## src/rtl/systolic_pkg.sv

```systemverilog
// Shared definitions for the systolic wavefront controller and the array generator:
// PE op codes, controller state encoding and the triangular PE index mapping.
package systolic_pkg;

    localparam logic [1:0] OP_HOLD   = 2'b00;
    localparam logic [1:0] OP_INIT   = 2'b01;
    localparam logic [1:0] OP_UPDATE = 2'b10;

    typedef enum logic [1:0] {
        IDLE  = 2'd0,
        RUN   = 2'd1,
        DRAIN = 2'd2,
        DONE  = 2'd3
    } state_t;

    // Row-major position of PE(i,j), 1-based, i <= j, in the upper triangle of an n x n array.
    function automatic int pe_index(input int i, input int j, input int n);
        return (i - 1) * n - ((i - 1) * (i - 2)) / 2 + (j - i);
    endfunction

endpackage

```

## src/rtl/op_delay_line.sv

```systemverilog
// Shift register of 2-bit op codes; stage k holds the code that entered k cycles earlier.
// All stages clear to HOLD on reset so an aborted frame leaves nothing in flight.
module op_delay_line
    import systolic_pkg::*;
#(
    parameter int DEPTH = 7
) (
    input  logic                  clk,
    input  logic                  rst,
    input  logic [1:0]            code,
    output logic [DEPTH-1:0][1:0] stages
);

    logic [DEPTH-1:0][1:0] stage_reg;

    always_ff @(posedge clk or negedge rst) begin
        if (!rst) begin
            stage_reg <= {DEPTH{OP_HOLD}};
        end else begin
            stage_reg[0] <= code;
            for (int k = 1; k < DEPTH; k++) begin
                stage_reg[k] <= stage_reg[k-1];
            end
        end
    end

    assign stages = stage_reg;

endmodule

```

## src/rtl/systolic_ctrl_n.sv

```systemverilog
// Wavefront controller for an N x N triangular Givens array: row handshake, frame
// sequencing and one skewed 2-bit op code per PE taken from a shared delay line.
module systolic_ctrl_n
    import systolic_pkg::*;
#(
    parameter int N     = 4,
    parameter int ROW_W = 8,
    localparam int NPE  = N * (N + 1) / 2
) (
    input  logic               clk,
    input  logic               rst,
    input  logic               start,
    input  logic [ROW_W-1:0]   cfg_rows,
    input  logic               cfg_accum,
    input  logic               in_valid,
    output logic               in_ready,
    output logic [2*NPE-1:0]   op,
    output logic [ROW_W-1:0]   row_idx,
    output logic               busy,
    output logic               done
);

    localparam int DEPTH = 2 * N - 1;
    localparam int CW    = (DEPTH > 1) ? $clog2(DEPTH) : 1;

    state_t             state_reg, state_next;
    logic [ROW_W-1:0]   rows_reg, rows_next;
    logic [ROW_W-1:0]   row_idx_reg, row_idx_next;
    logic               accum_reg, accum_next;
    logic               first_reg, first_next;
    logic               in_ready_reg, in_ready_next;
    logic [CW-1:0]      drain_cnt_reg, drain_cnt_next;
    logic [1:0]         code;
    logic               accept;
    logic               last_row;
    logic [DEPTH-1:0][1:0] stages;

    assign accept   = in_valid & in_ready_reg;
    // Row count never wraps: the largest index compared here is cfg_rows-1.
    assign last_row = (row_idx_reg + ROW_W'(1)) == rows_reg;

    always_ff @(posedge clk or negedge rst) begin
        if (!rst) begin
            state_reg     <= IDLE;
            rows_reg      <= '0;
            row_idx_reg   <= '0;
            accum_reg     <= 1'b0;
            first_reg     <= 1'b0;
            in_ready_reg  <= 1'b0;
            drain_cnt_reg <= '0;
        end else begin
            state_reg     <= state_next;
            rows_reg      <= rows_next;
            row_idx_reg   <= row_idx_next;
            accum_reg     <= accum_next;
            first_reg     <= first_next;
            in_ready_reg  <= in_ready_next;
            drain_cnt_reg <= drain_cnt_next;
        end
    end

    always_comb begin
        state_next     = state_reg;
        rows_next      = rows_reg;
        row_idx_next   = row_idx_reg;
        accum_next     = accum_reg;
        first_next     = first_reg;
        drain_cnt_next = drain_cnt_reg;
        code           = OP_HOLD;

        case (state_reg)
            IDLE: begin
                if (start) begin
                    rows_next      = cfg_rows;
                    accum_next     = cfg_accum;
                    first_next     = 1'b1;
                    row_idx_next   = '0;
                    drain_cnt_next = '0;
                    state_next     = (cfg_rows == '0) ? DRAIN : RUN;
                end
            end
            RUN: begin
                if (accept) begin
                    code         = (first_reg && !accum_reg) ? OP_INIT : OP_UPDATE;
                    first_next   = 1'b0;
                    row_idx_next = row_idx_reg + ROW_W'(1);
                    if (last_row) begin
                        state_next     = DRAIN;
                        drain_cnt_next = '0;
                    end
                end
            end
            DRAIN: begin
                // Long enough for the last code to reach PE(N,N) at tap 2N-2.
                if (drain_cnt_reg == CW'(DEPTH - 1)) begin
                    state_next = DONE;
                end else begin
                    drain_cnt_next = drain_cnt_reg + CW'(1);
                end
            end
            default: begin
                state_next = IDLE;
            end
        endcase

        in_ready_next = (state_next == RUN);
    end

    op_delay_line #(
        .DEPTH (DEPTH)
    ) u_delay (
        .clk    (clk),
        .rst    (rst),
        .code   (code),
        .stages (stages)
    );

    genvar gi, gj;
    generate
        for (gi = 1; gi <= N; gi++) begin : g_row
            for (gj = 1; gj <= N; gj++) begin : g_col
                if (gj >= gi) begin : g_pe
                    localparam int P = pe_index(gi, gj, N);
                    assign op[2*P +: 2] = stages[gi + gj - 2];
                end
            end
        end
    endgenerate

    assign in_ready = in_ready_reg;
    assign row_idx  = row_idx_reg;
    assign busy     = (state_reg != IDLE);
    assign done     = (state_reg == DONE);

endmodule

```

## config.mk

```make
export PLATFORM = sky130hd
export DESIGN_NAME = systolic_ctrl_n
export DESIGN_NICKNAME = d
export VERILOG_FILES = /design/src/rtl/systolic_pkg.sv /design/src/rtl/op_delay_line.sv /design/src/rtl/systolic_ctrl_n.sv
export SDC_FILE = /design/constraint.sdc
export NUM_CORES = 1
export LEC_CHECK = 0
export CORE_AREA = 2 2 61 63
export CTS_CLUSTER_SIZE = 30
export DETAILED_ROUTE_END_ITERATION = 8
export DIE_AREA = 0 0 63 65
export GPL_TIMING_DRIVEN = 0
export PLACE_DENSITY = 0.9
export SYNTH_ARGS = -nofsm -noshare
export SYNTH_HDL_FRONTEND = slang
export SYNTH_SLANG_ARGS = --single-unit
```

## constraint.sdc

```tcl
create_clock -name clk -period 4.03 [get_ports clk]
set_input_delay 1.0075 -clock clk [delete_from_list [all_inputs] [get_ports clk]]
set_output_delay 1.0075 -clock clk [all_outputs]
set_load 0.02 [all_outputs]
```

==> results_dict.tcl, run 1 <==
set metrics [dict create \
    rr_worst_depth 6 \
    antenna_found_initial 0 \
    path_clk_slew_ns 0.10 \
    post-place-ws_ns 1.299 \
    cts.sinks 38 \
    start_kind "flop" \
    rsz0062_at_grt "no" \
    cts_buffers 5 \
    tritoncts "built" \
    fin_crit_ns 2.664 \
    vias 1307 \
    ctsHoldBuffers 0 \
    netlist_area_sq_um 1745 \
    antenna_left 0 \
    dr.first_iter.drc_count 58 \
    finClkSkew_ns 0.006424 \
    hp-class "flop to flop" \
    outcome "completed" \
    worst_slew_pin_slew_ns 0.8180 \
    layout-drive-gt1-share 0.1527 \
    endpoint_kind "output pin" \
    areaGrowthSynthToFinish_pct 30.54 \
    finalSetupViolCount 0 \
    final_cell_mix "clkdlybuf4s50_1 (42), dfrtp_1 (38), o21ai_0 (14), nor2_1 (11), nand2_1 (10)" \
    critPathRequiredTime_ns 3.02 \
    fin_util 0.6518 \
    critical_path.slowest_cell "clkdlybuf4s50_1" \
    cts_setup_buffers 0 \
    arrival_ns 1.66 \
    grt_max_degree 39 \
    initial_core_util 0.4993 \
    die_area_sq_um 4095 \
    slew_headroom 0.4547 \
    critical-path-max-stage-delay_ns 0.54 \
    core_area_sq_um 3496 \
    io_pins 44 \
    worstSetupPathType "flop to output pin" \
    vdd_drop_max_v 0.0003343 \
    fin_nets 219 \
    syn_area_per_cell_sq_um 11.41 \
    power_density_nw_per_um2 605.5 \
    final_cells 251 \
    p_leak_nw 1.001 \
    synth.distinct_cells 38 \
    dp_hpwl_mm 2.546 \
    seq_area_frac_synth 0.5448 \
    grt_pass1_wl_mm 5.740 \
    clock_latency_ns 0.35 \
    grt_pass1_vias 1223 \
    drv_slew 0 \
    hold_depth 0 \
    dp.cells 244 \
    fillerInstances 315 \
    fin_crit_sh 0.6611 \
    rows 22 \
    dr.pass1.iters 4 \
    chipHeight_um 65 \
    grt_overflow 0 \
    cts_buffer_depth 2 \
    synth-seq-cells 38 \
    diodes 0 \
    ctsResizeCount 0 \
    setup_tns_ns 0 \
    max_freq_mhz 375.4 \
    syn_inst 153 \
    wire_per_inst_um 13.93 \
    synth_fp_nets 169 \
    hold_ws_ns 0.3799 \
    layout_commonest_cell "clkdlybuf4s50_1" \
    htree_num_levels 2 \
    synthArstFlopShare 1.000 \
    root_buffer "clkbuf_4" \
    post-route-drc-count 0 \
    track_usage 0.1856 \
    port_buffers 43 \
    crit_path_cell_trace "buf_4 -> nor2_1 -> inv_1 -> clkdlybuf4s50_1" \
    synth_flop_cell "dfrtp_1" \
    place.gp.congestion 0.8394 \
    synth_edf_count 0 \
    via_per_inst 5.207 \
    setup_ws_ns 1.366 \
    die-width_um 63 \
    synth_warnings 0 \
    largest_reg_flops 14 \
    finalHoldViolCount 0 \
    drv_cap 0 \
    crit_fanout 10 \
    wl_mm 3.497 \
]
## critical path, delay by kind of cell (launching register included)
family	cells	cell delay, ns
buf+inv	3	0.80
flops	1	0.39
simple gates	1	0.13
## cell families (layout without fill, tap and decap cells)
group / after synthesis / after routing / share of synthesized area
AO/OA/AOI/OAI: 31 / 31 / 0.1068
AND/OR/NAND/NOR: 47 / 47 / 0.1563
multiplexers: 8 / 8 / 0.05161
XOR/XNOR: 13 / 13 / 0.07312
buffers and inverters: 13 / 63 / 0.04587
adder cells (fa/ha/maj): 3 / 3 / 0.02151
flip-flops: 38 / 38 / 0.5448
## final cells by class
cell class	count	area (sq um)	area share
plain buffers	9	65.06	0.02856
clock buffers	5	37.54	0.01647
clock inverters	2	10.01	0.004393
inverters	4	15.01	0.006590
multi-input cells	102	714.4	0.3136
flip-flops and latches	38	950.9	0.4174
well taps	48	60.06	0.02636
repair buffers	43	425.4	0.1867
## synth_stat cells, types with 4 or more instances
master	instances	share of area
dfrtp_1	38	0.54
xor2_1	5	0.025
o31ai_1	4	0.017
buf_4	8	0.034
xnor2_1	7	0.035
a21oi_1	5	0.014
mux2_2	7	0.045
o21ai_0	14	0.040
nand2_1	10	0.022
nor2_1	11	0.024
inv_1	4	0.0086
## routing by layer
layer  vias to the layer above  part of all wire  global-route usage
met5                         -                 0                   0
met4                         0             0.015             0.08611
met3                         6             0.043             0.05208
met2                        33              0.49              0.2965
met1                       634              0.45              0.2343
li1                        634                 -                   -
## where the power goes
group | switching, mW | leakage [nW] | internal, mW
clock | 0.120 | 0.0308 | 0.0627
combinational | 0.287 | 0.483 | 0.305
sequential | 0.104 | 0.487 | 0.501
total | 0.511 | 1.00 | 0.868
## worst paths after layout
path / slack, ns / to / startpoint
min in group asynchronous: 0.75 / u_delay.stages[12] / rst
hold / removal: 0.38 / u_delay.stages[4] / u_delay.stages[2]
setup reg to reg: 1.94 / drain_cnt_reg[1] / row_idx[0]
max in group asynchronous: 2.77 / row_idx[4] / rst
setup / recovery: 1.37 / busy / state_reg[0]
hold reg to reg: 0.38 / u_delay.stages[4] / u_delay.stages[2]
## per-stage QoR
stage / power, mW / instance area [sq um]
finish: 1.380 / 2278
global route: 1.469 / 2278
floorplan: 0.9643 / 1745
detailed placement: 1.207 / 2231
global placement: 1.184 / 2236
CTS: 1.391 / 2278
Note: power is estimated with default switching activity, not from simulation.
==> run 2: changes to the inputs <==
--- a/config.mk
+++ b/config.mk
@@ -5,12 +5,12 @@
 export SDC_FILE = /design/constraint.sdc
 export NUM_CORES = 1
 export LEC_CHECK = 0
-export CORE_AREA = 2 2 61 63
+export CORE_AREA = 2 2 66 68
 export CTS_CLUSTER_SIZE = 30
 export DETAILED_ROUTE_END_ITERATION = 8
-export DIE_AREA = 0 0 63 65
+export DIE_AREA = 0 0 68 70
 export GPL_TIMING_DRIVEN = 0
-export PLACE_DENSITY = 0.9
+export PLACE_DENSITY = 0.82
 export SYNTH_ARGS = -nofsm -noshare
 export SYNTH_HDL_FRONTEND = slang
 export SYNTH_SLANG_ARGS = --single-unit
==> constraint.sdc (replaced) <==
create_clock -name clk -period 2.4 [get_ports clk]
set_input_delay 0.6 -clock clk [delete_from_list [all_inputs] [get_ports clk]]
set_output_delay 0.6 -clock clk [all_outputs]
set_load 0.02 [all_outputs]
==> run 2 against run 1 <==
Compared with the run above:
- cell area increased by 4.4%
- die area is 16% higher
- sequential power rose by 67%
- critical path depth did not move
- highest routed layer unchanged
- setup slack lost 1.2 ns
- first-iteration DRC count grew 1.7%
- combinational power grew 66%
- non-clock buffer count stayed put
- clock power rose to 3.6 times the previous value
==> results_dict.tcl, run 2 (synthesis gave the netlist of run 1 again) <==
set metrics [dict create \
    ctsResizeCount 0 \
    hold_ws_ns 0.3796 \
    vdd_drop_max_v 0.0006656 \
    setup_tns_ns 0 \
    endpoint_kind "output pin" \
    arrival_ns 1.59 \
    min_from "u_delay.stages[3]" \
    vias 1292 \
    slew_headroom 0.4595 \
    grt_max_degree 39 \
    track_usage 0.1629 \
    finClkSkew_ns 0.002680 \
    setup_ws_ns 0.2095 \
    fin_crit_sh 0.9127 \
    worstSetupPathType "flop to output pin" \
    fillerInstances 378 \
    wire_per_inst_um 13.37 \
    chipHeight_um 70 \
    tritoncts "built" \
    rsz0062_at_grt "no" \
    core_area_sq_um 4144 \
    finalHoldViolCount 0 \
    outcome "completed" \
    areaGrowthSynthToFinish_pct 36.27 \
    finalSetupViolCount 0 \
    layout_commonest_cell "clkdlybuf4s50_1" \
    wl_met2_mm 1.627 \
    grt_pass1_vias 1244 \
    post-place-ws_ns 0.1710 \
    dp_hpwl_mm 2.413 \
    port_buffers 43 \
    place.gp.congestion 0.7488 \
    wl_met1_mm 1.562 \
    power.total_mw 2.650 \
    cts_buffers 5 \
    fin_nets 219 \
    drv_cap 0 \
    p_leak_nw 1.041 \
    grt_overflow 0 \
    die-width_um 68 \
    dr.max_layer_used "met4" \
    fin_util 0.5740 \
    max_freq_mhz 456.5 \
    r2r_end "drain_cnt_reg[1]" \
    reg2reg_from "row_idx[0]" \
    final_cell_mix "clkdlybuf4s50_1 (42), dfrtp_1 (38), o21ai_0 (14), nor2_1 (11), nand2_1 (10)" \
    initial_core_util 0.4212 \
    worst_slew_pin_slew_ns 0.8108 \
    clock_latency_ns 0.28 \
    crit_fanout 10 \
    rr_worst_depth 6 \
    die_area_sq_um 4760 \
    wl_mm 3.422 \
    start_kind "flop" \
    antenna_left 0 \
    path_clk_slew_ns 0.07 \
    cts.sinks 38 \
    rows 24 \
    io_pins 44 \
    ctsHoldBuffers 0 \
    hold_end "u_delay.stages[5]" \
    reg2reg_slack_ns 0.40 \
    htree_num_levels 2 \
    critPathRequiredTime_ns 1.80 \
    power_density_nw_per_um2 1114 \
    via_per_inst 5.047 \
    root_buffer "clkbuf_8" \
    drv_slew 0 \
    dr.first_iter.drc_count 59 \
    hold_depth 0 \
    layout-drive-gt1-share 0.1569 \
    grt_pass1_wl_mm 5.823 \
    dr.pass1.iters 4 \
    cts_setup_buffers 0 \
    antenna_found_initial 0 \
    cts_buffer_depth 2 \
    post-route-drc-count 0 \
    diodes 0 \
    largest_reg_flops 14 \
    wl_met3_um 200 \
    fin_crit_ns 2.190 \
    hp-class "flop to flop" \
]
==> run 2: changes by cell type in the layout (fill, tap and decap cells not counted), sizes merged <==
cell | previous run | this run
clkinv | 2 | 0
clkbuf | 5 | 6
bufinv | 0 | 2
==> run 2: cell type report <==
type | instances | area, sq um | area share
Clock buffer | 6 | 82.58 | 0.03472
Tap cell | 52 | 65.06 | 0.02735
Buffer | 9 | 65.06 | 0.02735
Inverter | 4 | 15.01 | 0.006312
Sequential cell | 38 | 950.9 | 0.3998
Multi-Input combinational cell | 102 | 714.4 | 0.3004
Timing Repair Buffer | 43 | 425.4 | 0.1789
Clock inverter | 2 | 60.06 | 0.02525
==> run 2: report_power, final <==
part / internal (mW) / leakage, nW / switching, mW
logic: 0.513 / 0.483 / 0.468
registers: 0.843 / 0.487 / 0.171
clock network: 0.443 / 0.0714 / 0.212
==> run 2: routing by layer <==
| layer | global-route usage | vias up |
|---|---|---|
| li1 | - | 625 |
| met1 | 0.2244 | 628 |
| met2 | 0.2395 | 35 |
| met3 | 0.05153 | 4 |
| met4 | 0.06000 | 0 |
| met5 | 0 | - |
==> run 2: worst max-delay path by stage <==
stage,startpoint,end,cells past startpoint
floorplan,row_idx[0],drain_cnt_reg[1],6
global placement,rst,rows_reg[2],1
detailed placement,in_valid,drain_cnt_reg[1],6
CTS,state_reg[0],busy,4
global route,state_reg[0],busy,4
finish,state_reg[0],busy,4
==> run 2: per-stage QoR <==
step	area, sq um	std cells
CTS	2379	256
detailed placement	2236	248
global placement	2241	248
floorplan	1745	153
global route	2379	256
finish	2379	256
==> run 2: critical path: stages, from the launching register on <==
cell	delay (ns)
dfrtp_1	0.38
buf_4	0.17
nor2_1	0.12
inv_1	0.09
clkdlybuf4s50_1	0.54
